### src/rtl/pipeline_hazard_ctrl.sv
// LC-3b 5-stage hazard/stall controller: scoreboard, stalls, flush, fwd selects.
// Optional build macro FORWARDING_EN enables EX operand forwarding.
module pipeline_hazard_ctrl #(
    parameter int STALL_CNT_W = 16
) (
    input  logic                   clk,
    input  logic                   reset_n,
    input  logic                   id_valid,
    input  logic [2:0]             id_sr1_num,
    input  logic [2:0]             id_sr2_num,
    input  logic                   id_uses_sr1,
    input  logic                   id_uses_sr2,
    input  logic [2:0]             id_dest,
    input  logic                   id_writes_reg,
    input  logic                   id_is_load,
    input  logic                   ex_branch_taken,
    input  logic                   mem_stall,
    output logic                   pc_load,
    output logic                   if_id_load,
    output logic                   id_ex_load,
    output logic                   ex_mem_load,
    output logic                   mem_wb_load,
    output logic                   id_ex_bubble,
    output logic                   if_id_flush,
    output logic [1:0]             ex_fwd_sel1,
    output logic [1:0]             ex_fwd_sel2,
    output logic [STALL_CNT_W-1:0] stall_count
);

    typedef struct packed {
        logic       valid;
        logic [2:0] dest;
        logic       is_load;
    } sb_t;

    sb_t ex_q, mem_q, wb_q, id_e;

    function automatic logic hit(input sb_t e, input logic [2:0] src,
                                 input logic used);
        return e.valid && used && (e.dest == src);
    endfunction

    logic ex1, ex2, mem1, mem2;
    logic hazard, flush, stall;

    assign ex1  = hit(ex_q, id_sr1_num, id_uses_sr1);
    assign ex2  = hit(ex_q, id_sr2_num, id_uses_sr2);
    assign mem1 = hit(mem_q, id_sr1_num, id_uses_sr1);
    assign mem2 = hit(mem_q, id_sr2_num, id_uses_sr2);

`ifdef FORWARDING_EN
    assign hazard = id_valid && ex_q.is_load && (ex1 || ex2);
`else
    logic wb1, wb2;
    assign wb1    = hit(wb_q, id_sr1_num, id_uses_sr1);
    assign wb2    = hit(wb_q, id_sr2_num, id_uses_sr2);
    assign hazard = id_valid && (ex1 || ex2 || mem1 || mem2 || wb1 || wb2);
`endif

    assign flush = !mem_stall && ex_branch_taken;
    assign stall = !mem_stall && !ex_branch_taken && hazard;

    assign id_e.valid   = id_valid && id_writes_reg;
    assign id_e.dest    = id_dest;
    assign id_e.is_load = id_is_load;

    always_comb begin
        pc_load      = 1'b1;
        if_id_load   = 1'b1;
        id_ex_load   = 1'b1;
        ex_mem_load  = 1'b1;
        mem_wb_load  = 1'b1;
        id_ex_bubble = 1'b0;
        if_id_flush  = 1'b0;
        if (!reset_n) begin
            pc_load      = 1'b0;
            if_id_load   = 1'b0;
            id_ex_load   = 1'b0;
            ex_mem_load  = 1'b0;
            mem_wb_load  = 1'b0;
            id_ex_bubble = 1'b1;
            if_id_flush  = 1'b1;
        end else if (mem_stall) begin
            pc_load      = 1'b0;
            if_id_load   = 1'b0;
            id_ex_load   = 1'b0;
            ex_mem_load  = 1'b0;
            mem_wb_load  = 1'b0;
        end else if (flush) begin
            id_ex_bubble = 1'b1;
            if_id_flush  = 1'b1;
        end else if (stall) begin
            pc_load      = 1'b0;
            if_id_load   = 1'b0;
            id_ex_bubble = 1'b1;
        end
    end

    always_ff @(posedge clk or negedge reset_n) begin
        if (!reset_n) begin
            ex_q  <= '0;
            mem_q <= '0;
            wb_q  <= '0;
        end else if (!mem_stall) begin
            ex_q  <= (flush || stall) ? sb_t'('0) : id_e;
            mem_q <= ex_q;
            wb_q  <= mem_q;
        end
    end

    always_ff @(posedge clk or negedge reset_n) begin
        if (!reset_n) begin
            stall_count <= '0;
        end else if ((mem_stall || stall) && (stall_count != '1)) begin
            stall_count <= stall_count + STALL_CNT_W'(1);
        end
    end

`ifdef FORWARDING_EN
    function automatic logic [1:0] sel_of(input logic e, input logic m);
        return e ? 2'd1 : (m ? 2'd2 : 2'd0);
    endfunction

    // Selects describe the instruction entering EX, so they move with ID/EX.
    always_ff @(posedge clk or negedge reset_n) begin
        if (!reset_n) begin
            ex_fwd_sel1 <= 2'd0;
            ex_fwd_sel2 <= 2'd0;
        end else if (!mem_stall) begin
            if (flush || stall || !id_valid) begin
                ex_fwd_sel1 <= 2'd0;
                ex_fwd_sel2 <= 2'd0;
            end else begin
                ex_fwd_sel1 <= sel_of(ex1, mem1);
                ex_fwd_sel2 <= sel_of(ex2, mem2);
            end
        end
    end
`else
    assign ex_fwd_sel1 = 2'd0;
    assign ex_fwd_sel2 = 2'd0;
`endif

    logic unused_ok;
    assign unused_ok = ^{ex_q.is_load, mem_q.is_load, wb_q, mem1, mem2};

endmodule
### config.mk
export PLATFORM = sky130hd
export DESIGN_NAME = pipeline_hazard_ctrl
export DESIGN_NICKNAME = d
export VERILOG_FILES = /design/src/rtl/pipeline_hazard_ctrl.sv
export SDC_FILE = /design/constraint.sdc
export NUM_CORES = 1
export LEC_CHECK = 0
export CAP_MARGIN = 20
export CORE_ASPECT_RATIO = 1.4
export CORE_MARGIN = 5
export CORE_UTILIZATION = 35
export DETAILED_ROUTE_END_ITERATION = 12
export SYNTH_ARGS = -nofsm -noshare
export SYNTH_HDL_FRONTEND = slang
export SYNTH_SLANG_ARGS = --single-unit
### constraint.sdc
create_clock -name clk -period 2 [get_ports clk]
set_input_delay 0.3 -clock clk [delete_from_list [all_inputs] [get_ports clk]]
set_output_delay 0.3 -clock clk [all_outputs]
set_load 0.05 [all_outputs]
Yosys cells after proc, flatten, opt, wreduce, memory -nomap -nowiden --
Index checks and enable logic that the tools add are counted.
Storage, ports and cells: bits in registers 28, input port bits 18, output and inout bits 27
Cells by class: add/subtract/negate cells 1, equal/unequal tests 7, muxes and demuxes 14, reduce and logical (&&, ||, !) cells 27
Operators by type and width (number):
- $eq 3x3->1 | 6
- $logic_and 1x1->1 | 18
- $add 16x1->16 const B | 1
- $ne 16x16->1 const B | 1
- $mux 1 | 13
- $logic_or 1x1->1 | 7
- $mux 5 | 1
- $logic_not 1->1 | 2

Longest topological paths before layout --
word-level depth 13, gate-level depth with buffers 8, depth with buffers taken out 7

Least setup slack after synthesis --
No wires, ideal clock.
kind input-to-output, from in mem_stall, to out pc_load, arrival time 1931 ps, data required time 1700 ps, slack -231 ps, cell stages on the path 4, buffers on the path 2, path through buf_6 nor2b_1 and2_2 buf_4
Between the ends: longest elaborated chain between the ends 7
RTL lines:
- start, declared | RTL line 17 | input logic mem_stall,
- $logic_not 1->1
- $logic_and 1x1->1 (2 in series) | RTL line 61 | assign stall = !mem_stall && !ex_branch_taken && hazard;
- $mux 1 (2 in series)
- $mux 1 (*) (2 in series)
- end, declared | RTL line 18 | output logic pc_load,
Every way passes the cells marked *; elsewhere a longest branch is shown, timed or not.

Worst setup path after layout --
from reg wb_q[1] (netlist bit), to out if_id_load
Between the ends: longest elaborated chain between the ends 10
RTL lines:
- start, declared | RTL line 36 | sb_t ex_q, mem_q, wb_q, id_e;
- start signal, assigned | RTL line 107 | wb_q <= mem_q;
- $eq 3x3->1 | RTL line 40 | return e.valid && used && (e.dest == src);
- $logic_and 1x1->1 | RTL line 40
- $logic_or 1x1->1 | RTL line 57 | assign hazard = id_valid && (ex1 || ex2 || mem1 || mem2 || wb1 || wb2);
- $logic_or 1x1->1 (*) | RTL line 57
- $logic_and 1x1->1 (*) | RTL line 57
- $logic_and 1x1->1 (*) | RTL line 61
- $mux 1 (*) | RTL line 92 | end else if (stall) begin
- $mux 1 (*) | RTL line 89 | end else if (flush) begin
- $mux 1 (*) | RTL line 83 | end else if (mem_stall) begin
- $mux 1 (*) | RTL line 75 | if (!reset_n) begin
- end, declared | RTL line 19 | output logic if_id_load,
Marks and branches as above.

==> results.yml <==
outcome:
  status: "finished, violations left"
  failed_checks: "negative setup slack"
critical_path:
  cp_max_fo: 3
  critPathArrivalTime_ns: 2.09
  crit_required_ns: 1.70
  end_kind: "output pin"
  cp-start-kind: "register"
  setup.worst_path.class: "register to output pin"
detailed_routing:
  final_antenna_net_count: 0
  first_pass_iters: 4
  drt_iter0_drc: 53
  via_per_inst: 4.89
  wl_per_cell_um: 15.8
  post-route-drc-count: 0
  vias: 1242
  drt_wl_total_mm: 4.02
layout:
  num-nets-final: 214
  diodes: 0
  fin_cells: 254
  utilization: 0.567
  final_cell_mix: "dfrtp_1, clkdlybuf4s50_1, xor2_1"
  final_common_cell: "dfrtp_1"
  syn2layout_area_growth_pct: 55.8
  drive_gt1_frac: 0.330
sta:
  layout_setup_ws_ns: -0.387
  skew_ns: 0.00328
  report.final.slew_viol_count: 0
  rsz0062_at_grt: "yes"
  fmax_mhz: 419
  tightest_slew_ns: 0.511
  min_period_ns: 2.39
  finalCritPeriodShare: 1.19
  slew_headroom: 0.658
  setup_viol: 17
  finalHoldViolations: 0
pwr:
  p_leak_nw: 1.09
  power_density_nw_per_um2: 875
  peakVddDrop_uv: 619
min_path:
  hold_class: "input port to async pin"
clocking:
  clock_path_buffers: 2
  cts_tree: "built"
  htreeDepth: 1
  cts_made_buffers: 3
  clockRootBuffer: "clkbuf_8"
  clkSinkCount: 28
  clk_pin_slew_ns: 0.10
  clkLatencyLatePin_ns: 0.28
yosys:
  synth-compound-area-share: 0.0486
  synth_top_family_by_area: "XOR/XNOR gates"
  synthSimpleGateAreaFrac: 0.169
  synthAdderAreaFrac: 0.00810
  yosysUniqueCellTypes: 29
  syn_area_sq_um: 1540
  yosys_warnings: 0
  synthMuxAreaShare: 0.0729
  synth.avg_cell_area_sq_um: 11.0
  yosysSeqAreaShare: 0.454
  syn_inst: 141
  synth-seq-cells: 28
  synthXorXnorAreaFrac: 0.182
floorplan:
  rows: 28
  start_util: 0.364
  core-area_sq_um: 4240
  chipWidth_um: 66.1
  die_area_sq_um: 5860
  ioPinCount: 45
  dieHeight_um: 88.6
flow_run:
  max-cap-violations: 0
global_routing:
  track_usage: 0.138
  grt_pass1_wl_mm: 6.31
  overflow: 0
  antenna_found_initial: 0
  grt_max_degree: 24
  grt_pass1_vias: 1362
place:
  gp_congestion: 0.851
  dp_cells: 246
  hpwl_mm: 2.91
  portBuffers: 39
## synthesized netlist by cell type
cell type | count | area share
ha_1 | 1 | 0.0081
a211o_1 | 1 | 0.0057
clkbuf_1 | 2 | 0.0049
nand2_1 | 14 | 0.034
nand4_1 | 4 | 0.016
nor2b_1 | 1 | 0.0041
and2_2 | 1 | 0.0049
a21oi_2 | 1 | 0.0057
nand4_2 | 3 | 0.024
buf_6 | 2 | 0.015
a21o_1 | 1 | 0.0049
nand3_1 | 6 | 0.019
xor2_1 | 18 | 0.10
inv_1 | 4 | 0.0097
nor3_1 | 1 | 0.0032
nor4_1 | 6 | 0.024
mux2_2 | 10 | 0.073
xnor2_1 | 14 | 0.079
dfrtp_1 | 28 | 0.45
buf_4 | 7 | 0.034
and4_1 | 2 | 0.011
a32o_1 | 1 | 0.0065
nor2_1 | 1 | 0.0024
and3_1 | 5 | 0.020
a22o_1 | 3 | 0.017
conb_1 | 1 | 0.0024
and3_2 | 1 | 0.0049
a41oi_1 | 1 | 0.0057
o21ai_0 | 1 | 0.0032
## flip-flops by register name (all words and copies together) (netlist names)
register,count
wb_q,4
stall_count,16
ex_q,4
mem_q,4
## logic make-up (layout without fill, tap and decap cells)
group                      count (synthesis)  after routing
DFF                                       28             28
and+or+nand+nor                           45             45
adders and majority gates                  1              1
other                                      1              4
xor gates and xnor gates                  32             32
buffers and inverters                     15             65
muxes                                     10             10
AOI/OAI and AO/OA                          9              9
## layout make-up
| cell class | count | area (sq um) |
|---|---|---|
| clock buffer | 3 | 41.3 |
| fill | 368 | 1830 |
| inverter | 4 | 15.0 |
| clock inverter | 1 | 30.0 |
| multi-input combinational | 101 | 913 |
| timing repair buffer | 57 | 627 |
| sequential | 28 | 703 |
| tap | 60 | 75.1 |
## worst paths after layout
path / end / slack (ns) / cells past startpoint / startpoint
worst min register to register: stall_count[9]$_DFFE_PN0P_ / 0.50 / 1 / stall_count[9]$_DFFE_PN0P_
worst max register to register: stall_count[1]$_DFFE_PN0P_ / -0.32 / 8 / wb_q[1]$_DFFE_PN0N_
min in group clk: stall_count[9]$_DFFE_PN0P_ / 0.50 / 1 / stall_count[9]$_DFFE_PN0P_
worst max-delay path: if_id_load / -0.39 / 7 / wb_q[1]$_DFFE_PN0N_
worst min-delay path: wb_q[1]$_DFFE_PN0N_ / 0.42 / 2 / reset_n
max in group asynchronous: stall_count[5]$_DFFE_PN0P_ / 1.24 / 2 / reset_n
## report_power, final
part,leakage [nW],total [mW],internal [mW],switching (mW)
Clock,0.0357,0.447,0.268,0.179
Sequential,0.367,0.824,0.661,0.162
Combinational,0.685,0.832,0.341,0.491
## layer usage
metal  up-vias  global-route usage  wire length (um)
met3         9              0.0330               206
met2        39               0.245              2160
li1        581                   -                 -
met4         0              0.0610               120
met1       613               0.154              1530
met5         -                   0                 0
## per-stage QoR
step           cell area [sq um]  setup slack [ns]  hold WS (ns)  TNS (ns)  total power, mW
2_1_floorplan               1560          0.000548       0.00441         0             1.27
3_3_place_gp                2130            -0.477         0.475     -8.05             1.57
3_5_place_dp                2130            -0.506         0.485     -8.72             1.59
4_1_cts                     2300            -0.355         0.411     -3.57             2.07
5_1_grt                     2400            -0.476         0.413     -5.92             2.20
6_report                    2400            -0.387         0.424     -3.97             2.10
## worst max-delay path, cell delays in order (launching register included)
cell     delay (ns)
dfrtp_1        0.42
xor2_1         0.17
nor4_2         0.33
nor4_2         0.11
a211o_1        0.34
buf_6          0.13
and2_4         0.17
buf_12         0.14
## timing repair
item	in CTS	in global routing
resized for setup	17	17
hold buffers	0	0
setup buffers	3	1
pin swaps	12	12
endpoints found under the setup margin	17	18
cloned	1	0
No activity file was read; power rests on OpenSTA's default activity.
